`src/rtl/stream_coord_tracker_pkg.sv`:
```
// Shared types and constants for the stream coordinate tracker.
package stream_coord_pkg;

  typedef enum logic {
    IDLE   = 1'b0,
    ACTIVE = 1'b1
  } state_e;

  localparam int unsigned COORD_W = 16;

endpackage

```
`src/rtl/stream_coord_tracker_if.sv`:
```
// Pixel stream bundle: valid/ready handshake plus data, raster tag and framing.
interface stream_coord_tracker_if
  import stream_coord_pkg::*;
#(
  parameter int unsigned DATA_WIDTH = 24
);
  logic                  valid;
  logic                  ready;
  logic [DATA_WIDTH-1:0] data;
  logic [COORD_W-1:0]    x;
  logic [COORD_W-1:0]    y;
  logic                  sop;
  logic                  eop;

  modport master (output valid, data, x, y, sop, eop, input ready);
  modport slave  (input valid, data, x, y, sop, eop, output ready);
endinterface

```
`src/rtl/stream_coord_tracker_pipe.sv`:
```
// Single-entry valid/ready output register; holds its payload while stalled.
module st_pipe_reg
  import stream_coord_pkg::*;
#(
  parameter int unsigned DATA_WIDTH = 24
) (
  input logic                     clk,
  input logic                     rst,
  stream_coord_tracker_if.slave   sink_if,
  stream_coord_tracker_if.master  source_if
);
  logic                  valid_q;
  logic [DATA_WIDTH-1:0] data_q;
  logic [COORD_W-1:0]    x_q;
  logic [COORD_W-1:0]    y_q;
  logic                  sop_q;
  logic                  eop_q;

  // Accepting is allowed whenever the slot is empty or being drained this cycle.
  assign sink_if.ready = !valid_q || source_if.ready;

  always_ff @(posedge clk) begin
    if (rst) begin
      valid_q <= 1'b0;
      data_q  <= '0;
      x_q     <= '0;
      y_q     <= '0;
      sop_q   <= 1'b0;
      eop_q   <= 1'b0;
    end else if (sink_if.ready) begin
      valid_q <= sink_if.valid;
      if (sink_if.valid) begin
        data_q <= sink_if.data;
        x_q    <= sink_if.x;
        y_q    <= sink_if.y;
        sop_q  <= sink_if.sop;
        eop_q  <= sink_if.eop;
      end
    end
  end

  assign source_if.valid = valid_q;
  assign source_if.data  = data_q;
  assign source_if.x     = x_q;
  assign source_if.y     = y_q;
  assign source_if.sop   = sop_q;
  assign source_if.eop   = eop_q;
endmodule

```
`src/rtl/stream_coord_tracker.sv`:
```
// Tags each pixel of a framed stream with its raster (x,y) position.
// Frame geometry error pulses are built only with STREAM_COORD_FRAME_ERR_EN.
module stream_coord_tracker
  import stream_coord_pkg::*;
#(
  parameter int unsigned LINE_WIDTH = 640,
  parameter int unsigned ROW_NUMBER = 480,
  parameter int unsigned DATA_WIDTH = 24
) (
  input  logic                  clk,
  input  logic                  rst,
  input  logic                  sink_valid,
  output logic                  sink_ready,
  input  logic [DATA_WIDTH-1:0] sink_data,
  input  logic                  sink_sop,
  input  logic                  sink_eop,
  output logic                  source_valid,
  input  logic                  source_ready,
  output logic [DATA_WIDTH-1:0] source_data,
  output logic [COORD_W-1:0]    source_x,
  output logic [COORD_W-1:0]    source_y,
  output logic                  source_sop,
  output logic                  source_eop,
  output logic                  err_short,
  output logic                  err_long
);
  localparam logic [COORD_W-1:0] X_LAST = COORD_W'(LINE_WIDTH - 1);
  localparam logic [COORD_W-1:0] Y_LAST = COORD_W'(ROW_NUMBER - 1);

  stream_coord_tracker_if #(.DATA_WIDTH(DATA_WIDTH)) pipe_in  ();
  stream_coord_tracker_if #(.DATA_WIDTH(DATA_WIDTH)) pipe_out ();

  state_e             state_q, state_d;
  logic [COORD_W-1:0] x_q, x_d;
  logic [COORD_W-1:0] y_q, y_d;
  logic               accept;
  logic               fwd;
  logic               last;

  assign sink_ready = pipe_in.ready;
  assign accept     = sink_valid && sink_ready;

  // x_q/y_q hold the position of the most recently forwarded pixel.
  always_comb begin
    state_d = state_q;
    x_d     = x_q;
    y_d     = y_q;
    fwd     = 1'b0;
    last    = 1'b0;
    if (accept) begin
      if (sink_sop) begin
        fwd = 1'b1;
        x_d = '0;
        y_d = '0;
      end else if (state_q == ACTIVE) begin
        fwd = 1'b1;
        if (x_q == X_LAST) begin
          x_d = '0;
          y_d = y_q + 1'b1;
        end else begin
          x_d = x_q + 1'b1;
        end
      end
      last = (x_d == X_LAST) && (y_d == Y_LAST);
      if (fwd) begin
        state_d = (sink_eop || last) ? IDLE : ACTIVE;
      end
    end
  end

  always_ff @(posedge clk) begin
    if (rst) begin
      state_q <= IDLE;
      x_q     <= '0;
      y_q     <= '0;
    end else begin
      state_q <= state_d;
      x_q     <= x_d;
      y_q     <= y_d;
    end
  end

  assign pipe_in.valid = fwd;
  assign pipe_in.data  = sink_data;
  assign pipe_in.x     = x_d;
  assign pipe_in.y     = y_d;
  assign pipe_in.sop   = sink_sop;
  assign pipe_in.eop   = sink_eop;

  st_pipe_reg #(.DATA_WIDTH(DATA_WIDTH)) u_pipe (
    .clk       (clk),
    .rst       (rst),
    .sink_if   (pipe_in.slave),
    .source_if (pipe_out.master)
  );

  assign pipe_out.ready = source_ready;
  assign source_valid   = pipe_out.valid;
  assign source_data    = pipe_out.data;
  assign source_x       = pipe_out.x;
  assign source_y       = pipe_out.y;
  assign source_sop     = pipe_out.sop;
  assign source_eop     = pipe_out.eop;

`ifdef STREAM_COORD_FRAME_ERR_EN
  assign err_short = !rst && fwd && ((sink_sop && state_q == ACTIVE) || (sink_eop && !last));
  assign err_long  = !rst && fwd && last && !sink_eop;
`else
  assign err_short = 1'b0;
  assign err_long  = 1'b0;
`endif
endmodule
```
`config.mk`:
```
export PLATFORM = sky130hd
export DESIGN_NAME = stream_coord_tracker
export DESIGN_NICKNAME = d
export VERILOG_FILES = /design/src/rtl/stream_coord_tracker_pkg.sv /design/src/rtl/stream_coord_tracker_if.sv /design/src/rtl/stream_coord_tracker_pipe.sv /design/src/rtl/stream_coord_tracker.sv
export SDC_FILE = /design/constraint.sdc
export NUM_CORES = 1
export LEC_CHECK = 0
export CORE_MARGIN = 2
export CORE_UTILIZATION = 50
export DETAILED_ROUTE_END_ITERATION = 16
export DONT_BUFFER_PORTS = 1
export PLACE_DENSITY = 0.64
export SETUP_SLACK_MARGIN = 0.05
export SKIP_LAST_GASP = 1
export SYNTH_ARGS = -nofsm -noshare
export SYNTH_HDL_FRONTEND = slang
export SYNTH_HIERARCHICAL = 1
export SYNTH_SLANG_ARGS = --single-unit
```
`constraint.sdc`:
```
create_clock -name clk -period 7.3 [get_ports clk]
set_clock_uncertainty 0.05 [all_clocks]
set_input_delay 0.365 -clock clk [delete_from_list [all_inputs] [get_ports clk]]
set_output_delay 0.365 -clock clk [all_outputs]
set_load 0.02 [all_outputs]
```
; After elaboration in Yosys (flattened, before gate mapping)
; Cells that the tools add are included.
[word_totals]
reg_bits = 92
input_bits = 30
out_inout_bits = 62
wordCells = 36
[op_classes]
addsub = 2
eq_ne = 3
mux = 15
reduce_logical = 7
[ops]
columns = op, n
row1 = $mux W16, 10
row2 = $add A16 B1 Y16 const B, 2
row3 = $eq A16 B10 Y1 const B, 2
row4 = $eq A16 B9 Y1 const B, 1
row5 = $mux W1, 5
row6 = $reduce_and A2 Y1, 2
row7 = $logic_and A1 B1 Y1, 2
row8 = $logic_or A1 B1 Y1, 2
row9 = $logic_not A1 Y1, 1

; Longest topological paths before layout
; Gate-level depths: netlist of the first run.
[depth]
ltp_word = 9
depth_mapped = 12
ltp_nobuf = 9

; Hierarchy
; The synthesis of the first run kept the hierarchy.
[by_module_without_submodules]
columns = mod, n_inst, cells_each, area_each_um2, seq_area_each_um2
row1 = st_pipe_reg, 1, 269, 2862.7, 1181.1
row2 = stream_coord_tracker, 1, 337, 2512.4, 660.6

; Least setup slack after synthesis of the first run
; OpenSTA, ideal clock, no wires.
[synth_path]
path_type = register to register
from = reg u_pipe.valid_q, in the netlist u_pipe/source_if.valid
to = reg u_pipe.data_q[1], in the netlist u_pipe/source_if.data[1]
setup_time_ns = 0.143
arrival_ns = 2.348
required_ns = 7.107
setup_slack_ns = 4.759
stages_incl_launch_ff = 13
n_path_buf = 7
synth_period_minus_slack_ns = 2.541
cell_sequence = dfxtp_1 nand2b_4 buf_8 buf_2 nand2_1 clkbuf_1 clkbuf_1 nor2_1 buf_4 buf_4 buf_4 nand3_1 a21oi_2
[synth_between]
elab_chain_cells = 5
[synth_lines]
columns = element, line_no
row1 = "start, declared", stream_coord_tracker_pipe.sv:12  ; logic valid_q;
row2 = "start signal, assigned", stream_coord_tracker_pipe.sv:31  ; valid_q <= sink_if.valid;
row3 = $logic_not A1 Y1, stream_coord_tracker_pipe.sv:20  ; assign sink_if.ready = !valid_q || source_if.ready;
row4 = $logic_or A1 B1 Y1, stream_coord_tracker_pipe.sv:20
row5 = net sink_ready, stream_coord_tracker.sv:13  ; output logic sink_ready,
row6 = $logic_and A1 B1 Y1, stream_coord_tracker.sv:41  ; assign accept = sink_valid && sink_ready;
row7 = $mux W1, stream_coord_tracker.sv:50  ; if (accept) begin
row8 = net fwd, stream_coord_tracker.sv:37  ; logic fwd;
row9 = $reduce_and A2 Y1 (no line), --
row10 = "end signal, assigned", stream_coord_tracker_pipe.sv:33  ; data_q <= sink_if.data;
row11 = "end, declared", stream_coord_tracker_pipe.sv:13  ; logic [DATA_WIDTH-1:0] data_q;
; The timed path passes the listed nets, and every way through them passes these cells.
; A chain may end at the register's enable or synchronous reset.

; Worst setup path in the final report of the first run
[layout_path]
from = reg x_q[0]
to = reg u_pipe.x_q[8], in the netlist u_pipe/source_if.x[8]
[layout_between]
elab_chain_cells = 6
word_cells_on_any_way = 7
cone_classes = 1 x add/sub / 1 x eq/ne / 5 x mux
[layout_lines]
columns = element, line_no
row1 = "start, declared", stream_coord_tracker.sv:34  ; logic [COORD_W-1:0] x_q, x_d;
row2 = "start signal, assigned", stream_coord_tracker.sv:74  ; x_q <= '0;
row3 = "start signal, assigned", stream_coord_tracker.sv:78  ; x_q <= x_d;
row4 = $add A16 B1 Y16 / $eq A16 B10 Y1 (equally long branches), "stream_coord_tracker.sv:61, stream_coord_tracker.sv:57"
row5 = $mux W16 *, stream_coord_tracker.sv:57  ; if (x_q == X_LAST) begin
row6 = $mux W16 *, stream_coord_tracker.sv:55  ; end else if (state_q == ACTIVE) begin
row7 = $mux W16 *, stream_coord_tracker.sv:51  ; if (sink_sop) begin
row8 = $mux W16 * (2 in series), stream_coord_tracker.sv:50
row9 = net pipe_in.x[8], stream_coord_tracker_if.sv:10  ; logic [COORD_W-1:0] x;
row10 = "end signal, assigned", stream_coord_tracker_pipe.sv:34  ; x_q <= sink_if.x;
row11 = "end, declared", stream_coord_tracker_pipe.sv:14  ; logic [COORD_W-1:0] x_q;
; Mark *: on every way through the listed nets, which the timed path passes. The rest lies on a longest branch. The select of a mux whose other input is x is not followed.

==> flow_metrics.env, run 1 <==
export IMPL_antenna_left=0
export IMPL_antenna_found_initial=0
export IMPL_insertedDiodeCount=0
export IMPL_comb_power_share_pct=7.0
export IMPL_dp_hpwl_um=7950
export IMPL_layout_drive_gt1_share_pct=17.7
export IMPL_layout_common_cells="dfxtp_1, nand3_1, a21bo_1, a21oi_2, nor2b_1"
export IMPL_num_rows=37
export IMPL_critPathMaxFanout=11
export IMPL_port_buffers=0
export IMPL_use_met1_pct=29.4
export IMPL_cts_root_buf="clkbuf_8"
export IMPL_drt_pass1_iterations=5
export IMPL_setup_viol=0
export IMPL_worstPathRequired_ns=7.56
export IMPL_drt_wl_total_um=12300
export IMPL_synth_edf_count=0
export IMPL_io_pins=92
export IMPL_power_uw=937
export IMPL_met2_usage_pct=32.7
export IMPL_min_delay_path_class="in -> reg"
export IMPL_viasPerCell=6.01
export IMPL_use_met3_pct=6.05
export IMPL_layout_cells_most_common="dfxtp_1"
export IMPL_grt_pass1_wl_um=20200
export IMPL_pre_cts_ws_ns=4.48
export IMPL_wire_per_inst_um=17.6
export IMPL_cts_setup_buffers=0
export IMPL_utilization_pct=52.2
export IMPL_yosysWarnings=6
export IMPL_end_kind="flop"
export IMPL_synth_main_ff_cell="dfxtp_1"
export IMPL_arrival_ns=3.13
export IMPL_p_clk_share_pct=36.6
export IMPL_route_detailed_drc=0
export IMPL_track_usage_pct=21.3
export IMPL_setup_slack_ns=4.44
export IMPL_dpl_cell_area_mm2=0.00519
export IMPL_synth_ff_latch_count=92
export IMPL_syn2layout_area_growth_pct=0.629
export IMPL_power_switching_uw=266
export IMPL_start_kind="flop"
export IMPL_fp_dieArea_mm2=0.0116
export IMPL_vias=4206
export IMPL_path_class="reg -> reg"
export IMPL_drv_cap=0
export IMPL_swShare_pct=28.4
export IMPL_worst_pin_slew_ns=0.972
export IMPL_initial_utilization_pct=51.8
export IMPL_syn_inst=606
export IMPL_clk_latency_ns=0.37
export IMPL_grt_pass1_vias=4056
export IMPL_fillers=971
export IMPL_cts_sinks=92
export IMPL_clk_pin_slew_worst_paths_ns=0.11
export IMPL_drt_iter0_markers=325
export IMPL_ys_async_sr_fraction_pct=0
export IMPL_period_needed_ns=2.86
export IMPL_slew_viol_final=0
export IMPL_fp_coreArea_mm2=0.0104
export IMPL_fin_nets=591
export IMPL_cts_htree_levels=3
export IMPL_ys_types=63
export IMPL_grt_busiest_layer="met2"
export IMPL_p_int_uw=671
export IMPL_max_slew_margin_rel_pct=35.0
export IMPL_dieHeight_um=108
export IMPL_cts_buffers=9
export IMPL_place_congestion=0.885
export IMPL_status="completed"
export IMPL_setup_tns_final_ns=0
export IMPL_final_area_mm2=0.00541
export IMPL_grt_max_degree=92
export IMPL_die_x_um=108
export IMPL_syn_area_mm2=0.00538
export IMPL_leakage_nw=1.76
export IMPL_rsz0062_at_grt="false"
export IMPL_clock_fmax_mhz=349
export IMPL_syn_area_per_cell_um2=8.87
export IMPL_clk_path_buf_depth=2
export IMPL_power_density_mw_per_mm2=173
export IMPL_period_share_pct=39.2
export IMPL_seqPwrFrac_pct=56.4
export IMPL_cts_tree="yes"
export IMPL_irDropWorstVdd_v=0.0000882
export IMPL_final_hold_viol_count=0
export IMPL_seq_area_frac_synth_pct=34.3
export IMPL_grt_ovfl_total=0
==> final timing paths <==
kind | slack (ns) | from | cells past startpoint | endpoint
hold reg to reg | 0.58 | y_q[11] | 3 | y_q[11]
setup reg to reg | 4.44 | x_q[0] | 8 | u_pipe/source_if.x[8]
setup / recovery | 4.44 | x_q[0] | 8 | u_pipe/source_if.x[8]
hold / removal | 0.01 | rst | 1 | x_q[9]
==> per-layer routing <==
metal / wire length, µm / up-vias
met1: 5770 / 2006
met4: 146 / 0
met3: 727 / 11
met2: 5690 / 111
li1: - / 2078
met5: 0 / -
==> cell usage after synthesis, types with 8 or more instances <==
master | count | area, µm²
nand3_2 | 10 | 100
dfxtp_1 | 92 | 1840
nand3_1 | 62 | 310
a21oi_1 | 17 | 85.1
buf_2 | 20 | 100
clkbuf_1 | 24 | 90.1
a21oi_2 | 58 | 508
nor3_1 | 10 | 50.1
nor2b_1 | 35 | 219
o21ai_0 | 26 | 130
nand2_1 | 34 | 128
nor2_1 | 18 | 67.6
o31ai_1 | 14 | 105
nand4_1 | 9 | 56.3
and3_1 | 9 | 56.3
a21bo_1 | 58 | 581
buf_6 | 8 | 90.1
buf_4 | 9 | 67.6
==> registers in the layout, summed over array words and instances, names as in the netlist <==
| register | cells |
|---|---|
| u_pipe/source_if.x | 16 |
| u_pipe/source_if.eop | 1 |
| u_pipe/source_if.y | 16 |
| u_pipe/source_if.valid | 1 |
| y_q | 16 |
| state_q | 1 |
| u_pipe/source_if.data | 24 |
| x_q | 16 |
| u_pipe/source_if.sop | 1 |
==> worst max-delay path, stage by stage (launching register included) <==
cell and delay [ns]:
dfxtp_1 0.39, ha_1 0.34, and4bb_2 0.29, and4_1 0.33, nand2_1 0.21, nand3_1 0.35, o31ai_1 0.55, nand3_1 0.16
a21oi_2 0.14
==> what timing repair did <==
| action | in CTS | in global routing |
|---|---|---|
| hold buffers | 1 | 1 |
| resized for setup | 0 | 0 |
| hold endpoints to repair | 2 | 18 |
==> per-stage QoR <==
stage | hold WS, ns | std cells
after global placement | 0.398 | 682
final | 0.0139 | 700
after detailed placement | 0.401 | 682
after CTS | 0.00121 | 699
after global routing | 0.00353 | 700
after floorplan | 0.387 | 607
==> kinds of logic (layout without fill, tap and decap cells) <==
group,Yosys count,in the layout,share of synthesized area (%)
adders and majority gates,2,2,0.465
xor gates and xnor gates,11,11,1.79
other,1,2,0.0698
and+or+nand+nor,221,221,24.3
muxes,8,8,1.51
AOI/OAI and AO/OA,199,199,29.7
DFF,92,92,34.3
buffers and inverters,72,29,7.80
==> power groups by stage <==
stage / clock (mW) / combinational [mW] / sequential [mW]
2_1_floorplan: 0 / 0.0720 / 0.536
3_3_place_gp: 0 / 0.0602 / 0.540
3_5_place_dp: 0 / 0.0621 / 0.540
4_1_cts: 0.350 / 0.0629 / 0.528
5_1_grt: 0.374 / 0.0722 / 0.530
6_report: 0.343 / 0.0653 / 0.528
==> area by class of cell <==
cell class | instances | area (µm²) | area share [%]
timing repair buffer | 6 | 50.0 | 0.925
inverter | 7 | 26.3 | 0.486
clock inverter | 6 | 57.6 | 1.06
tap | 136 | 170 | 3.15
sequential | 92 | 1840 | 34.1
clock buffer | 10 | 138 | 2.54
multi-input combinational | 443 | 3130 | 57.8
(Power assumes the default switching activity.)
==> inputs of run 2 (changes only) <==
--- a/config.mk
+++ b/config.mk
@@ -9,7 +9,7 @@
 export CORE_UTILIZATION = 50
 export DETAILED_ROUTE_END_ITERATION = 16
 export DONT_BUFFER_PORTS = 1
-export PLACE_DENSITY = 0.64
+export PLACE_DENSITY = 0.67
 export SETUP_SLACK_MARGIN = 0.05
 export SKIP_LAST_GASP = 1
 export SYNTH_ARGS = -nofsm -noshare
==> constraint.sdc (replaced) <==
create_clock -name clk -period 2.6 [get_ports clk]
set_clock_uncertainty 0.05 [all_clocks]
set_input_delay 0.13 -clock clk [delete_from_list [all_inputs] [get_ports clk]]
set_output_delay 0.13 -clock clk [all_outputs]
set_load 0.02 [all_outputs]
==> flow_metrics.env, run 2 (synthesis results as in run 1) <==
export IMPL_status="completed"
export IMPL_grt_ovfl_total=0
export IMPL_drv_cap=0
export IMPL_cp_startpoint="u_pipe/source_if.valid"
export IMPL_period_share_pct=94.1
export IMPL_fin_nets=647
export IMPL_wire_per_inst_um=18.1
export IMPL_track_usage_pct=23.2
export IMPL_path_class="reg -> reg"
export IMPL_layout_drive_gt1_share_pct=21.1
export IMPL_cts_buffers=9
export IMPL_largest_reg_flops=24
export IMPL_drt_wl_total_um=13700
export IMPL_slew_viol_final=0
export IMPL_syn2layout_area_growth_pct=11.3
export IMPL_min_delay_path_class="in -> reg"
export IMPL_clock_fmax_mhz=409
export IMPL_grt_pass1_vias=4326
export IMPL_worst_path_max_delay_cell="dlygate4sd3_1"
export IMPL_path_delay_family="buffers and inverters"
export IMPL_final_hold_viol_count=0
export IMPL_setup_slack_ns=0.153
export IMPL_route_detailed_drc=0
export IMPL_critPathMaxFanout=61
export IMPL_cts_tree="yes"
export IMPL_num_rows=37
export IMPL_dp_hpwl_um=8820
export IMPL_worstPathRequired_ns=2.87
export IMPL_setup_tns_final_ns=0
export IMPL_worstHoldStart="sink_sop"
export IMPL_fp_dieArea_mm2=0.0116
export IMPL_dpl_cell_area_mm2=0.00541
export IMPL_grt_max_degree=93
export IMPL_initial_utilization_pct=51.8
export IMPL_place_congestion=0.930
export IMPL_cts_sinks=92
export IMPL_cts_root_buf="clkbuf_8"
export IMPL_port_buffers=0
export IMPL_clk_latency_ns=0.37
export IMPL_die_x_um=108
export IMPL_dieHeight_um=108
export IMPL_drt_iter0_markers=329
export IMPL_crit_buf_inv=3
export IMPL_irDropWorstVdd_v=0.000441
export IMPL_crit_chain="nand2b_4 -> nand2_2 -> buf_4 -> nor2_4 -> buf_12 -> nand3_1 -> a21oi_2 -> dlygate4sd3_1"
export IMPL_io_pins=92
export IMPL_max_slew_margin_rel_pct=57.4
export IMPL_final_area_mm2=0.00598
export IMPL_pre_cts_ws_ns=0.0923
export IMPL_clk_pin_slew_worst_paths_ns=0.09
export IMPL_grt_pass1_wl_um=21600
export IMPL_period_needed_ns=2.45
export IMPL_clk_path_buf_depth=2
export IMPL_end_kind="flop"
export IMPL_drt_pass1_iterations=5
export IMPL_leakage_nw=2.07
export IMPL_rsz0062_at_grt="false"
export IMPL_worst_pin_slew_ns=0.639
export IMPL_arrival_ns=2.72
export IMPL_cpPeakStageDelay_ns=0.55
export IMPL_antenna_left=0
export IMPL_power_density_mw_per_mm2=475
export IMPL_start_kind="flop"
export IMPL_r2r_start="u_pipe/source_if.valid"
export IMPL_antenna_found_initial=0
export IMPL_setup_viol=0
export IMPL_fp_coreArea_mm2=0.0104
export IMPL_cts_htree_levels=3
export IMPL_layout_common_cells="dfxtp_1, nand3_1, a21bo_1, a21oi_2, nor2b_1"
export IMPL_vias=4490
export IMPL_layout_cells_most_common="dfxtp_1"
export IMPL_insertedDiodeCount=0
export IMPL_viasPerCell=5.94
==> run 2: changes by cell type in the layout (fill, tap and decap cells not counted), moves of 2 or more <==
| cell | previous run | this run |
|---|---|---|
| bufinv_16 | 0 | 2 |
| dlygate4sd3_1 | 2 | 31 |
| buf_4 | 4 | 28 |
| and4_1 | 5 | 3 |
| buf_12 | 0 | 2 |
==> run 2: worst min-delay path: stages <==
cell     delay [ns]
o21ai_0        0.10
nand3_1        0.11
a21oi_2        0.05
==> run 2: power breakdown <==
| part | total (mW) | leakage [nW] | internal [mW] | switching [mW] |
|---|---|---|---|---|
| clock | 1.09 | 0.115 | 0.550 | 0.543 |
| sequential | 1.48 | 0.744 | 1.43 | 0.0479 |
| combinational | 0.270 | 1.21 | 0.104 | 0.166 |
==> run 2: what timing repair did <==
item / in CTS / in global routing
hold buffers: 11 / 21
gates resized for setup: 0 / 6
setup buffers: 0 / 1
endpoints found under the setup margin: 0 / 35
endpoints found under the hold margin: 92 / 81
==> run 2: worst paths after layout <==
kind                                                  end  slack [ns]  cells after the start
worst max-delay path            u_pipe/source_if.data[18]        0.15                      8
worst min-delay path                u_pipe/source_if.x[6]        0.02                      3
worst max register to register  u_pipe/source_if.data[18]        0.15                      8
worst min register to register                    y_q[11]        0.59                      3
==> run 2: cell type report <==
type | instances | area (µm²)
well taps | 136 | 170
clock buffers | 9 | 124
fillers | 925 | 4390
inverters | 7 | 26.3
flip-flops and latches | 92 | 1840
clock inverters | 7 | 98.8
multi-input cells | 443 | 3130
repair buffers | 62 | 588
==> run 2: through the flow <==
step	hold slack (ns)	instances	utilization (%)	total power, mW
6_report	0.0230	756	57.7	2.84
2_1_floorplan	0.152	607	-	1.71
3_3_place_gp	0.162	707	52.1	1.70
5_1_grt	0.0173	756	57.7	2.96
3_5_place_dp	0.165	707	52.1	1.71
4_1_cts	-0.246	734	55.3	2.81
==> run 2: routing by layer <==
metal	global-route usage, %	vias up	wire length, µm
met4	7.60	0	245
li1	-	2178	-
met2	37.4	152	6510
met3	7.63	20	964
met1	29.1	2140	5990
met5	0	-	0
